<file path="config.mk">
export PLATFORM = sky130hd
export DESIGN_NAME = datapath
export DESIGN_NICKNAME = d
export VERILOG_FILES = /design/src/rtl/datapath.sv
export SDC_FILE = /design/constraint.sdc
export NUM_CORES = 2
export LEC_CHECK = 0
export CORE_MARGIN = 2
export CORE_UTILIZATION = 37
export CTS_CLUSTER_SIZE = 8
export DETAILED_ROUTE_END_ITERATION = 10
export PLACE_DENSITY = 0.6
export SYNTH_ARGS = -nofsm -noshare
export SYNTH_HDL_FRONTEND = slang
export SYNTH_SLANG_ARGS = --single-unit
export TNS_END_PERCENT = 1
</file>
<file path="constraint.sdc">
create_clock -name clock -period 5.9 [get_ports clock]
set_input_delay 1.18 -clock clock [delete_from_list [all_inputs] [get_ports clock]]
set_output_delay 1.18 -clock clock [all_outputs]
set_load 0.02 [all_outputs]
</file>
<file path="src/rtl/datapath.sv">
// Multicycle CPU datapath: PC, IR, MDR, A, B, ALUOut, a 16x32 register file and the ALU,
// all advanced by the per-cycle control word from Control.
module datapath #(
    parameter logic [31:0] RESET_PC = 32'h0
) (
    input  logic        clock,
    input  logic        reset,
    input  logic        PCWriteCond,
    input  logic        PCWrite,
    input  logic        MemWrite,
    input  logic        MemtoReg,
    input  logic        IRWrite,
    input  logic        RegWrite,
    input  logic        Instr26,
    input  logic        RegSelect1,
    input  logic [1:0]  PCSource,
    input  logic [1:0]  ALUOp,
    input  logic [1:0]  ALUSrcA,
    input  logic [1:0]  ALUSrcB,
    input  logic [1:0]  RegSelect2,
    output logic [5:0]  opcode,
    output logic [31:0] mem_addr,
    output logic [31:0] mem_wdata,
    output logic        mem_we,
    input  logic [31:0] mem_rdata,
    output logic [31:0] pc_out
);
    localparam logic [5:0] OpBeq = 6'b100000;
    localparam logic [5:0] OpBne = 6'b100001;
    localparam logic [5:0] OpBlt = 6'b100010;

    logic [31:0] pc_q, ir_q, mdr_q, a_q, b_q, aluout_q;
    logic [31:0] rf_q [16];

    logic [3:0]  rd, rs1, rs2, rsel1, rsel2;
    logic [13:0] imm14;
    logic [25:0] off26;
    logic [31:0] rdata1, rdata2, imm_ext, alu_a, alu_b, alu_res, pc_next;
    logic        pc_en;

    assign opcode = ir_q[31:26];
    assign rd     = ir_q[25:22];
    assign rs1    = ir_q[21:18];
    assign rs2    = ir_q[17:14];
    assign imm14  = ir_q[13:0];
    assign off26  = ir_q[25:0];

    assign rsel1 = RegSelect1 ? rd : rs1;

    always_comb begin
        rsel2 = 4'd0;
        case (RegSelect2)
            2'b00:   rsel2 = rs2;
            2'b01:   rsel2 = rd;
            2'b10:   rsel2 = rs1;
            default: rsel2 = 4'd0;
        endcase
    end

    // R0 is hardwired to zero on both read ports.
    assign rdata1 = (rsel1 == 4'd0) ? 32'd0 : rf_q[rsel1];
    assign rdata2 = (rsel2 == 4'd0) ? 32'd0 : rf_q[rsel2];

    assign imm_ext = Instr26 ? {{6{off26[25]}}, off26} : {{18{imm14[13]}}, imm14};

    always_comb begin
        alu_a = 32'd0;
        case (ALUSrcA)
            2'b00:   alu_a = pc_q;
            2'b01:   alu_a = a_q;
            2'b10:   alu_a = 32'd0;
            default: alu_a = aluout_q;
        endcase
        alu_b = 32'd0;
        case (ALUSrcB)
            2'b00:   alu_b = b_q;
            2'b01:   alu_b = 32'd1;
            2'b10:   alu_b = imm_ext;
            default: alu_b = {imm14, 16'h0};
        endcase
        alu_res = 32'd0;
        case (ALUOp)
            2'b00:   alu_res = alu_a + alu_b;
            2'b01:   alu_res = alu_a - alu_b;
            2'b10:   alu_res = alu_a & alu_b;
            default: alu_res = ($signed(alu_a) < $signed(alu_b)) ? 32'd1 : 32'd0;
        endcase
    end

    always_comb begin
        pc_next = alu_res;
        case (PCSource)
            2'b00:   pc_next = alu_res;
            2'b01:   pc_next = aluout_q;
            2'b10:   pc_next = {pc_q[31:26], off26};
            default: pc_next = a_q;
        endcase
        // Conditional update only fires for the three branch opcodes.
        pc_en = PCWrite;
        if (!PCWrite && PCWriteCond) begin
            case (opcode)
                OpBeq:   pc_en = (alu_res == 32'd0);
                OpBne:   pc_en = (alu_res != 32'd0);
                OpBlt:   pc_en = alu_res[0];
                default: pc_en = 1'b0;
            endcase
        end
    end

    assign mem_addr  = IRWrite ? pc_q : aluout_q;
    assign mem_wdata = b_q;
    assign mem_we    = MemWrite;
    assign pc_out    = pc_q;

    always_ff @(posedge clock) begin
        if (!reset) begin
            pc_q     <= RESET_PC;
            ir_q     <= 32'd0;
            mdr_q    <= 32'd0;
            a_q      <= 32'd0;
            b_q      <= 32'd0;
            aluout_q <= 32'd0;
            for (int i = 0; i < 16; i++) begin
                rf_q[i] <= 32'd0;
            end
        end else begin
            a_q      <= rdata1;
            b_q      <= rdata2;
            aluout_q <= alu_res;
            if (IRWrite) begin
                ir_q <= mem_rdata;
            end else begin
                mdr_q <= mem_rdata;
            end
            if (pc_en) begin
                pc_q <= pc_next;
            end
            if (RegWrite && (rd != 4'd0)) begin
                rf_q[rd] <= MemtoReg ? mdr_q : aluout_q;
            end
        end
    end

endmodule

</file>
# Word level (Yosys, flattened, before mapping)
# Memory sizes are Yosys's and may differ from the RTL's. A register that Yosys moved wholly into a read port is not among the register bits.
# Index checks and enable logic that the tools add are counted.
[totals]
regBits = 128
ram_bits = 512
input_bits = 52
output_inout_bits = 103
word_cells = 61
memories = 1
[memory_table]
columns = ["memory", "words", "width", "read_ports", "rd_ports_with_merged_regs", "wr", "line_no", "source"]
rows = [
  ["rf_q", 16, 32, 2, 2, 16, "33", "logic [31:0] rf_q [16];"],
]
[classes]
add_sub_neg = 2
magnitude_cmp = 1
eq_ne = 13
n_mux = 19
n_bitwise = 3
n_reduce_logical = 17
[ops]
columns = ["op", "count"]
rows = [
  ["$pmux W32 S3", 4],
  ["$mux W32", 4],
  ["$add A32 B32 Y32", 1],
  ["$and A32 B32 Y32", 1],
  ["$logic_not A32 Y1", 1],
  ["$lt A32 B32 Y1", 1],
  ["$reduce_bool A32 Y1", 1],
  ["$reduce_or A32 Y1", 1],
  ["$sub A32 B32 Y32", 1],
  ["$eq A6 B6 Y1 const B", 3],
  ["$pmux W4 S3", 1],
  ["$eq A2 B1 Y1 const B", 5],
  ["$eq A2 B2 Y1 const B", 5],
  ["$logic_not A2 Y1", 5],
  ["$logic_not A4 Y1", 2],
  ["$mux W4", 2],
  ["$mux W1", 7],
  ["$reduce_bool A4 Y1", 1],
  ["$reduce_or A2 Y1", 2],
  ["$pmux W1 S3", 1],
  ["$logic_and A1 B1 Y1", 2],
  ["$not A1 Y1", 2],
  ["$reduce_and A2 Y1", 1],
  ["$logic_not A1 Y1", 1],
]

# Longest topological paths before layout
[logic_depth]
word_depth = 9
depth_mapped = 23
depth_no_buf = 20

# Worst setup path before layout
# OpenSTA, ideal clock, no wires.
[synth_path]
path_kind = "input to register"
from = "input ALUSrcB[1]"
to = "register pc_q[26], in the netlist pc_out[26]"
setup_time_ns = 0.122
t_arrival_ns = 6.000
required_ns = 5.778
slack_ns = -0.221
path_stages = 21
n_path_buf = 3
path_cell_list = "clkbuf_1 -> clkbuf_1 -> nand2_1 -> nor2_1 -> a21oi_1 -> ha_1 -> clkbuf_1 -> inv_2 -> a221oi_1 -> mux2i_1 -> nor2_1 -> nor4_1 -> nand3_1 -> or4_1 -> nor4_1 -> and4b_1 -> nand2_1 -> mux2_4 -> o21ai_4 -> a22oi_4 -> a221o_1"
[synth_between]
elab_chain_len = 9
word_cells_on_any_way = 16
classes_between = "2 x add/sub; 1 x order compare; 2 x eq/ne; 6 x mux; 1 x bitwise; 4 x reduce/logical"
[synth_rtl]
columns = ["element", "line_no", "source"]
rows = [
  ["from (decl)", "19", "input logic [1:0] ALUSrcB,"],
  ["$eq A2 B2 Y1, or another cell as far along", "75", "case (ALUSrcB)"],
  ["$pmux W32 S3 (*)", "75", ""],
  ["$lt A32 B32 Y1", "86", "default: alu_res = ($signed(alu_a) < $signed(alu_b)) ? 32'd1 : 32'd0;"],
  ["$mux W1", "86", ""],
  ["$pmux W32 S3 (*)", "82", "case (ALUOp)"],
  ["$reduce_bool A32 Y1 or $logic_not A32 Y1 (tied branches)", "103, 102", ""],
  ["$pmux W1 S3", "101", "case (opcode)"],
  ["$mux W1", "100", "if (!PCWrite && PCWriteCond) begin"],
  ["$reduce_and A2 Y1 (no source line)", "--", ""],
  ["to (signal assigned)", "136", "pc_q <= pc_next;"],
  ["to (decl)", "32", "logic [31:0] pc_q, ir_q, mdr_q, a_q, b_q, aluout_q;"],
]
# Every way passes the cells marked *; elsewhere a longest branch is shown, timed or not.
# A chain may end at the register's enable or synchronous reset.

# Worst setup path in the final report
[layout_path]
from = "input ALUSrcA[0]"
to = "register pc_q[3], in the netlist pc_out[3]"
[layout_between]
elab_chain_len = 8
word_cells_on_any_way = 15
classes_between = "2 x add/sub; 1 x order compare; 2 x eq/ne; 6 x mux; 1 x bitwise; 3 x reduce/logical"
[layout_rtl]
columns = ["element", "line_no", "source"]
rows = [
  ["from (decl)", "18", "input logic [1:0] ALUSrcA,"],
  ["$eq A2 B2 Y1, or another cell as far along", "68", "case (ALUSrcA)"],
  ["$pmux W32 S3 (*)", "68", ""],
  ["$lt A32 B32 Y1", "86", ""],
  ["$mux W1", "86", ""],
  ["$pmux W32 S3 (*)", "82", ""],
  ["$reduce_bool A32 Y1 or $logic_not A32 Y1 (tied branches)", "103, 102", ""],
  ["$pmux W1 S3", "101", ""],
  ["$mux W1", "100", ""],
]
# Marks and branches as above.

==> summary.md <==
| Metric | Value |
|---|---|
| Least setup slack across all paths after layout | `0.126 ns` |
| Cells after Synth | `~4700` |
| Detail-routed net length per standard cell | `about 26 um` |
| Die Span Y | `between 300 and 400 um` |
| CTS buffer count | `98` |
| Total of max-cap violations | `0` |
| Post-Route Skew | `about 0.048 ns` |
| TNS Setup | `0 ns` |
| Global router's overall resource usage | `between 30% and 40%` |
| Final routed wirelength across all metal layers | `174000 um` |
| IO Pins | `roughly 160` |
| Maximum fanout along the worst path | `11` |
| Part of the cycle the worst path needs | `a little over nine tenths` |
| Data arrival time of the critical path | `around 6.3 ns` |
| Standard-cell rows | `~120` |
| Startpoint types | `primary input` |
| Chip width | `roughly 330 um` |
| Drt drc | `0` |
| Largest net degree at the start of global routing | `between 100 and 150` |
| Crit path capture type | `flop` |
| Category of the critical setup timing path | `in -> reg` |
| Final period demand of the worst path | `5.77 ns` |
| Count of port buffers added during placement | `around 150` |
| Final-report max-slew violation count | `0` |
| CTS Root Buffer Type | `clkbuf_16` |
| Antenna violations before repair | `5` |
| Critical path's slowest cell | `or4_4` |
| Routability congestion estimate | `0.983` |
| Number of global-route vias before repair | `37000` |
| Share of synthesized flip-flops with an asynchronous set or reset | `0%` |
| Run status | `finished, final reports clean` |
| Distinct cells, synth | `92` |
| Most used flip-flop cell after synthesis | `edfxtp_1` |
| Seq pwr share | `39.5%` |
| Slew at the pin closest to its max-slew limit | `around 1.1 ns` |
| Area of the mapped netlist | `roughly 40000 um^2` |
| Global route overflow | `0` |
| Die area | `around 110000 um^2` |
| VDD IR max | `0.000224 V` |
| Classification of the worst-slack hold path | `reg -> reg` |
| Setup-failing EPs final | `0` |
| Antenna diode count | `0` |
| Sw Ratio | `31.0%` |
| Max Root-Sink Buffers | `3` |
| Proportion of layout cells with a drive suffix above 1 | `between 15 and 20%` |
| Floorplan Core Area | `around 110000 um^2` |
| Post-layout net count | `5210` |
| Detailed Routing Iterations Pass 1 | `6` |
| Internal power contribution | `around 10 mW` |
| Clock latency on the worst-skew pair | `0.68 ns` |
| Sequential area share after synthesis | `a little under half` |
| Initial Utilization | `roughly 37%` |
| Number of synthesized flops with an enable pin | `about 510` |
| Peak per-stage delay on the critical path | `between 0.5 and 0.6 ns` |
| Crit-path cells | `clkbuf_4 -> buf_4 -> mux2i_1 -> o21ai_0 -> ha_1 -> nand2b_4 -> buf_4 -> a21oi_1 -> xnor2_1 -> nand2_1 -> a32o_1 -> or4_4 -> or4_4 -> nor4_4 -> buf_4 -> and4b_1 -> nand2_2 -> mux2_4 -> o21a_4 -> nor2_4 -> buf_12 -> mux2i_1` |
| TritonCTS clock tree | `built` |
| TritonCTS Sinks | `roughly 700` |
| Wire length of the first global-routing pass | `approximately 250000 um` |
| Mean area per synthesized cell | `roughly 8.7 um^2` |
| Worst hold slack across all endpoints | `~0.5 ns` |
| Crit path required time | `6.47 ns` |
| Placed wire-length estimate | `between 100000 and 150000 um` |
| Number of DRC markers in iteration 0 | `between 5000 and 6000` |
| Leakage component of the power | `just under 20 nW` |
| Clock share of power | `between 30% and 40%` |
| Critical path's most frequent cell | `buf_4` |
| Vias/cell | `slightly below 6` |
| Highest clock frequency the design can meet | `between 0.15 and 0.2 GHz` |
| Synthesized flop and latch total | `roughly 700` |
| NetSw | `4.58 mW` |
| Relative slew slack | `approximately a quarter` |
| Yosys synthesis warning count | `0` |
| Count of nets left with antenna violations after detail routing | `0` |
| Register clock-pin slew on the reported worst setup and hold paths | `about 0.05 ns` |
| Routed via count | `a little under 40000` |
| Power per cell area | `293 nW/um^2` |
| Proportion of power drawn by combinational gates | `roughly 24%` |
| Number of fill cells | `around 10000` |
| Area overhead of the layout relative to synthesis | `24.4%` |
| Worst setup timing slack at the placement stage | `-1.07 ns` |
| H-tree Lvls | `3` |
| Final number of hold-violating endpoints | `0` |
==> layer usage <==
layer | GRT usage (%) | vias up | share of wire (%)
li1 | - | 17300 | -
met1 | 38.8 | 18800 | 39
met2 | 48.5 | 2339 | 46
met3 | 4.79 | 473 | 9.6
met4 | 16.3 | 4 | 5.6
met5 | 0 | - | 0.015
==> cells in the mapped netlist, drive strengths merged (35+ instances only) <==
cell type | number | share of area (%)
nor3 | 70 | 0.89
nor2 | 633 | 5.9
a211oi | 80 | 1.5
buf | 63 | 0.78
a311oi | 195 | 4.2
nand2 | 1169 | 11
mux2i | 177 | 4.4
nand3 | 276 | 3.4
clkbuf | 349 | 3.2
ha | 65 | 2.0
mux2 | 35 | 0.98
a31oi | 74 | 1.1
a21oi | 96 | 1.2
o21ai | 96 | 1.2
and3 | 132 | 2.0
edfxtp | 512 | 38
dfxtp | 192 | 9.5
inv | 75 | 0.70
==> worst max-delay path: cells and delay by family <==
kind	cells	cell delay [ns]
buffers and inverters	5	0.88
XOR/XNOR	1	0.15
multiplexers	3	0.84
adder cells (fa/ha/maj)	1	0.33
AND/OR/NAND/NOR	8	2.06
AO/OA/AOI/OAI	4	0.88
==> metrics by stage <==
stage / std cells / utilization [%] / power (mW) / area (um^2)
4_1_cts: 6572 / 46.1 / 14.7 / 50100
5_1_grt: 6577 / 46.3 / 15.2 / 50300
2_1_floorplan: 4683 / - / 7.57 / 40600
3_5_place_dp: 6388 / 43.2 / 9.27 / 46900
6_report: 6577 / 46.3 / 14.8 / 50300
3_3_place_gp: 6388 / 43.2 / 9.27 / 46900
==> state kept, by name (all words and copies together) (netlist names) <==
register   count
rf_q         512
a_q           32
aluout_q      32
ir_q          32
mdr_q         32
mem_wdata     32
pc_out        32
==> power by group through the flow <==
stage / Clock (mW) / Sequential, mW / Combinational [mW]
floorplan: 0 / 5.83 / 1.74
global placement: 0 / 5.90 / 3.36
detailed placement: 0 / 5.91 / 3.37
CTS: 5.41 / 5.81 / 3.43
global route: 5.61 / 5.84 / 3.74
finish: 5.38 / 5.83 / 3.55
==> cells in the final DEF, fill, tap and decap left out, types with 21 or more instances in the layout <==
master and instances:
o21ai_0 79, inv_1 66, nand3_1 271, or2_2 21
nor2_1 630, and2_1 31, clkbuf_1 66, mux2i_1 168
nand2_1 1140, a21oi_1 86, nand2_2 29, mux2_2 32
clkdlybuf4s50_1 143, conb_1 32, a311oi_1 194, clkbuf_16 100
edfxtp_1 512, buf_12 29, buf_4 532, nor3_1 65
a31oi_1 73, mux4_2 26, ha_1 55, and3_1 132
dfxtp_1 192, a211oi_1 76
==> kinds of logic (layout without fill, tap and decap cells) <==
family                   Yosys count  after routing  synth area share, %
multiplexers                     238            238                 6.81
adder cells (fa/ha/maj)           67             67                 2.11
other                              1             32              0.00927
flip-flops                       704            704                 47.5
AO/OA/AOI/OAI                    702            702                 12.8
XOR/XNOR                          28             28                0.606
buffers and inverters            489            969                 4.73
AND/OR/NAND/NOR                 2423           2423                 25.4
==> what timing repair did <==
| action | CTS | global route |
|---|---|---|
| buffers inserted | 12 | 5 |
| hold buffers | 0 | 0 |
| hold endpoints to repair | 0 | 0 |
| pin swaps | 13 | 23 |
| endpoints found under the setup margin | 32 | 32 |
| gates resized for setup | 39 | 56 |
==> path summary, 6_finish.rpt <==
path         slack, ns  depth (start not counted)                    from                     end
max reg2reg       0.49                         20    ir_q[7]$_SDFFE_PN0P_  pc_out[3]$_SDFFE_PN0P_
min               0.50                          2  mdr_q[16]$_SDFFE_PN0N_  mdr_q[16]$_SDFFE_PN0N_
min reg2reg       0.50                          2  mdr_q[16]$_SDFFE_PN0N_  mdr_q[16]$_SDFFE_PN0N_
max               0.13                         22              ALUSrcA[0]  pc_out[3]$_SDFFE_PN0P_
==> area by class of cell <==
| cell class | instances | area, um^2 | share of cell area, % |
|---|---|---|---|
| tap | 1414 | 1770 | 3.52 |
| timing repair buffer | 720 | 6150 | 12.2 |
| multi-input combinational | 3490 | 20000 | 39.8 |
| clock buffer | 167 | 2760 | 5.49 |
| inverter | 77 | 298 | 0.592 |
| sequential | 704 | 19200 | 38.2 |
| clock inverter | 5 | 101 | 0.201 |
Note: power is estimated with default switching activity, not from simulation.
